==> config.mk <==
export PLATFORM = sky130hd
export DESIGN_NAME = mul_seq_shared
export DESIGN_NICKNAME = d
export VERILOG_FILES = /design/src/rtl/mul_seq_shared.sv
export SDC_FILE = /design/constraint.sdc
export NUM_CORES = 1
export LEC_CHECK = 0
export ABC_AREA = 1
export BUFFER_PORTS_ARGS = -buffer_cell sky130_fd_sc_hd__buf_2
export CAP_MARGIN = 10
export CELL_PAD_IN_SITES_DETAIL_PLACEMENT = 2
export CELL_PAD_IN_SITES_GLOBAL_PLACEMENT = 2
export CORE_MARGIN = 2
export CORE_UTILIZATION = 27
export CTS_CLUSTER_SIZE = 40
export DETAILED_ROUTE_END_ITERATION = 8
export PLACE_DENSITY = 0.78
export SLEW_MARGIN = 20
export SYNTH_ARGS = -nofsm -noshare
export SYNTH_HDL_FRONTEND = slang
export SYNTH_SLANG_ARGS = --single-unit
==> constraint.sdc <==
create_clock -name clk -period 1.94 [get_ports clk]
set_input_delay 0.291 -clock clk [delete_from_list [all_inputs] [get_ports clk]]
set_output_delay 0.291 -clock clk [all_outputs]
set_load 0.02 [all_outputs]
==> src/rtl/mul_seq_shared.sv <==
// Shift-add multiplier, WIDTH x WIDTH -> 2*WIDTH; every addition (partial products and the
// bit-counter increment) is done on an external shared adder. Define MUL_SIGNED_EN for signed_i.
module mul_seq_shared #(
  parameter int WIDTH = 8,
  parameter int CTR_W = $clog2(WIDTH)
) (
  input  logic               clk,
  input  logic               rst,
  input  logic [WIDTH-1:0]   a_i,
  input  logic [WIDTH-1:0]   b_i,
  input  logic               start,
`ifdef MUL_SIGNED_EN
  input  logic               signed_i,
`endif
  output logic               busy,
  output logic               done,
  output logic [2*WIDTH-1:0] result,
  output logic [2*WIDTH-1:0] sum_in_a,
  output logic [2*WIDTH-1:0] sum_in_b,
  input  logic [2*WIDTH-1:0] sum_out
);

  localparam int PW = 2 * WIDTH;

  typedef enum logic [1:0] {IDLE, SUM, INC, DONE} state_t;

  state_t           state_q;
  logic [WIDTH-1:0] a_q, b_q;
  logic [CTR_W-1:0] ctr_q;
  logic [PW-1:0]    result_q;
  logic             busy_q, done_q, signed_q;
  logic             sgn_in;

  logic [PW-1:0]    a_ext, pp_sh;
  logic [WIDTH-1:0] b_rest;
  logic             last_bit, sum_exit;
  logic [PW-1:0]    adder_a, adder_b;

`ifdef MUL_SIGNED_EN
  assign sgn_in = signed_i;
`else
  assign sgn_in = 1'b0;
`endif

  assign a_ext    = signed_q ? {{WIDTH{a_q[WIDTH-1]}}, a_q} : {{WIDTH{1'b0}}, a_q};
  assign last_bit = (ctr_q == CTR_W'(WIDTH - 1));
  assign b_rest   = b_q >> ctr_q;
  // Stop as soon as no multiplier bits remain above the current one.
  assign sum_exit = last_bit || (b_rest[WIDTH-1:1] == '0);

  always_comb begin
    pp_sh = b_q[ctr_q] ? (a_ext << ctr_q) : '0;
    // The sign bit of a two's-complement multiplier carries negative weight.
    if (signed_q && last_bit) begin
      pp_sh = -pp_sh;
    end
  end

  always_comb begin
    adder_a = '0;
    adder_b = '0;
    case (state_q)
      SUM: begin
        adder_a = pp_sh;
        adder_b = result_q;
      end
      INC: begin
        adder_a = {{(PW - CTR_W){1'b0}}, ctr_q};
        adder_b = PW'(1);
      end
      default: begin
        adder_a = '0;
        adder_b = '0;
      end
    endcase
  end

  always_ff @(posedge clk or negedge rst) begin
    if (!rst) begin
      state_q  <= IDLE;
      a_q      <= '0;
      b_q      <= '0;
      ctr_q    <= '0;
      result_q <= '0;
      busy_q   <= 1'b0;
      done_q   <= 1'b0;
      signed_q <= 1'b0;
    end else begin
      done_q <= 1'b0;
      case (state_q)
        IDLE: begin
          if (start) begin
            a_q      <= a_i;
            b_q      <= b_i;
            signed_q <= sgn_in;
            result_q <= '0;
            ctr_q    <= '0;
            busy_q   <= 1'b1;
            state_q  <= SUM;
          end
        end
        SUM: begin
          result_q <= sum_out;
          if (sum_exit) begin
            busy_q  <= 1'b0;
            done_q  <= 1'b1;
            state_q <= DONE;
          end else begin
            state_q <= INC;
          end
        end
        INC: begin
          ctr_q   <= sum_out[CTR_W-1:0];
          state_q <= SUM;
        end
        DONE: begin
          state_q <= IDLE;
        end
        default: begin
          busy_q  <= 1'b0;
          state_q <= IDLE;
        end
      endcase
    end
  end

  assign busy     = busy_q;
  assign done     = done_q;
  assign result   = result_q;
  assign sum_in_a = adder_a;
  assign sum_in_b = adder_b;

endmodule

==> impl_results.md <==
- Status: complete, but fails checks
- Failing checks: negative setup slack
- Root buf cell: clkbuf_8
- Syn Area/Cell: 7.19 um2
- Wirelength, routed: 8800 um
- First-pass detailed-route iteration total: 4
- Io pins: 85
- First-pass GRT wire length: 14100 um
- Max Slew Vio Count: 0
- Largest area contributor in the netlist: dfrtp_1
- CP Capture Type: primary output
- Clock sinks: 39
- Initial antenna violation count: 0
- Largest family of logic cells by synthesized area: simple AND/OR/NAND/NOR gates
- Quantity of I/O buffers inserted on ports: 83
- Layout cell share with drive strength beyond 1: 35.0%
- Mapped Cells: 336
- CTS clk-pin slew, worst paths: 0.09 ns
- Fmax: 0.483 GHz
- Critical path class: flop to primary output
- Die X: 98.6 um
- Post-Synth Simple-Gate Area: 28.5%
- Final worst-path cycle share: 107%
- H-tree Lvls: 2
- Largest net degree at the start of global routing: 40
- FFs w/ async S/R, synth: 100%
- Nets: 467
- GRT overflow: 0
- Inserted Diodes: 0
- Startpoint types: flop
- Clk_skew: 0.00940 ns
- Mux cell area share after synthesis: 0%
- Clock buffer depth: 2
- Post-DP HPWL: 5990 um
- Synth Flop Type: dfrtp_1
- Synth cell types: 29
- Final Wtd Congestion: 0.816
- DRC: 0
- Synth warn: 0
- Syn Nets: 375
- Worst Path Arrival: 1.78 ns
- Worst path slowest cell: dfrtp_2
- Vias in the first global route: 2833
- Data required time at the worst endpoint: 1.65 ns
- ANT nets after route: 0
- Starting density of the core: 27.8%
- Tightest Pin Transition: 0.565 ns
- Largest fanout on the critical path: 14
- Final hold viol count: 0
- Post-Synth Adder-Cell Area: 2.07%
- Commonest cells in the netlist: nand2_1, inv_1, dfrtp_1, nand3_1, o21ai_0
- Core area: 8680 um2
- Worst hold margin: 0.0540 ns
- Setup WS post-layout: -0.131 ns
- Sequential element share of the synthesized area: 40.4%
- CTS tree: built
- Peak supply drop: 0.550 mV
- HP Class: primary input to async pin
- Post-synth EDFFs: 0
- P_leak: 1.79 nW
- Post-synth top area share: 40.4%
- Fin crit period: 2.07 ns
- CTS buffer count: 5
- Synth area leaders: dfrtp_1, nand2_1, inv_1
- Most frequent cell after synthesis: nand2_1
- Critical path's largest stage delay: 0.47 ns
- Die height: 98.6 um
- Via count: 2597
- Initial DRC Count: 65
- DR vias/cell: 4.84
- Compound-Gate Fraction of Synth Area: 14.6%
- Final setup viols: 16
- RSZ-0062 raised after global routing: true
- Max_cap viols: 0
- Post-Synth XOR/XNOR Area: 0%
- Worst-skew pair later-pin latency: 0.30 ns
- Total GRT Usage: 17.7%
- Relative slew slack: 62.3%
- Netlist Area Pre-Place: 2410 um2
- Layout area overhead: 38.7%
- DIE AREA: 9720 um2
- Hold buffer count at CTS: 0
- Power Dens Cells: 1750 nW/um2
- WL/cell: 16.4 um
- Rows: 34
- Cell Chain, Critical Path: clkbuf_16, o211ai_1, nand3_1, nand2_1, inv_1, a21oi_4, buf_6
- Yosys reg bits: 39
- DP Worst Slack: 0.0720 ns
## routing by layer
metal | up-vias | share of wire [%] | global-route usage [%]
li1 | 1237 | - | -
met1 | 1283 | 42 | 22.0
met2 | 71 | 52 | 31.7
met3 | 6 | 5.5 | 4.75
met4 | 0 | 0.30 | 2.21
met5 | - | 0 | 0
## through the flow
stage | setup TNS, ns | power (W) | instances | utilization, % | cell area (um2)
final | -1.44 | 0.00586 | 537 | 38.6 | 3350
after global routing | -3.33 | 0.00641 | 537 | 38.6 | 3350
after CTS | -1.15 | 0.00553 | 532 | 36.1 | 3140
after detailed placement | 0 | 0.00467 | 518 | 33.7 | 2920
after global placement | 0 | 0.00454 | 518 | 33.7 | 2920
after floorplan | 0 | 0.00366 | 336 | - | 2410
## logic make-up (layout without fill, tap and decap cells)
logic type	Yosys count	after routing
simple gates	158	160
buf+inv	77	168
compound gates	57	57
fa+ha+maj	4	4
flops	39	39
other cells	1	1
## critical path: cells and delay by family (launching register included)
kind,cells,cell delay [ns]
buf+inv,3,0.40
compound gates,2,0.38
flops,1,0.47
simple gates,2,0.23
## worst paths after layout
kind                                end  slack (ns)  startpoint  cells past startpoint
min                           result[0]        0.05         rst                      2
max                        sum_in_a[10]       -0.13    ctr_q[0]                      7
max in group asynchronous      ctr_q[0]        1.51         rst                      2
max reg2reg                   result[1]        0.19  state_q[0]                      7
min in group clk                 b_q[6]        0.19      b_i[6]                      3
min reg2reg                        busy        0.49        busy                      2
## where the power goes
part           total, W  switching [W]  leakage (nW)  internal, W
registers       0.00151       0.000316         0.485      0.00120
clock network  0.000564       0.000313        0.0402     0.000251
logic           0.00379        0.00246          1.26      0.00133
total           0.00586        0.00309          1.79      0.00277
## cell usage in the layout (no fill, tap or decap), types with 2 or more instances in the layout
cell type   netlist  final
nand2_1          99     96
buf_2             5     69
inv_1            56     54
dfrtp_1          39     38
nand3_1          32     32
o21ai_0          30     28
buf_4             1     15
buf_6             4     10
nor2_1           17      9
o211ai_1          9      9
o21ai_1           5      5
nand2_2           3      5
a21oi_2           6      5
clkinvlp_4        0      5
clkbuf_8          0      5
nor2_2            0      4
nor2_4            0      4
nand3_4           2      4
o21ai_2           1      3
ha_1              4      3
clkbuf_16         0      3
inv_2             3      2
o211ai_2          2      2
nand4_1           2      2
a21oi_1           2      2
o22ai_2           0      2
nor3_2            2      2
buf_12            0      2
## flip-flops by register name (all words and copies together) (netlist names)
name / cells
b_q: 8
ctr_q: 3
result: 16
done: 1
busy: 1
a_q: 8
state_q: 2
## final cells by class
cell class                      count  area, um2
Clock buffer                        5       68.8
Sequential cell                    39        977
Inverter                           59        235
Timing Repair Buffer               99        686
Multi-Input combinational cell    222       1210
Fill cell                        1046       5330
Tap cell                          108        135
Clock inverter                      3       20.0
Timing Repair inverter              2       15.0
## repair_timing
action | CTS | global route
buffers inserted | 4 | 0
gates cloned | 2 | 5
pin swaps | 4 | 11
resized for setup | 25 | 38
endpoints found under the setup margin | 31 | 51
Note: power is estimated with default switching activity, not from simulation.
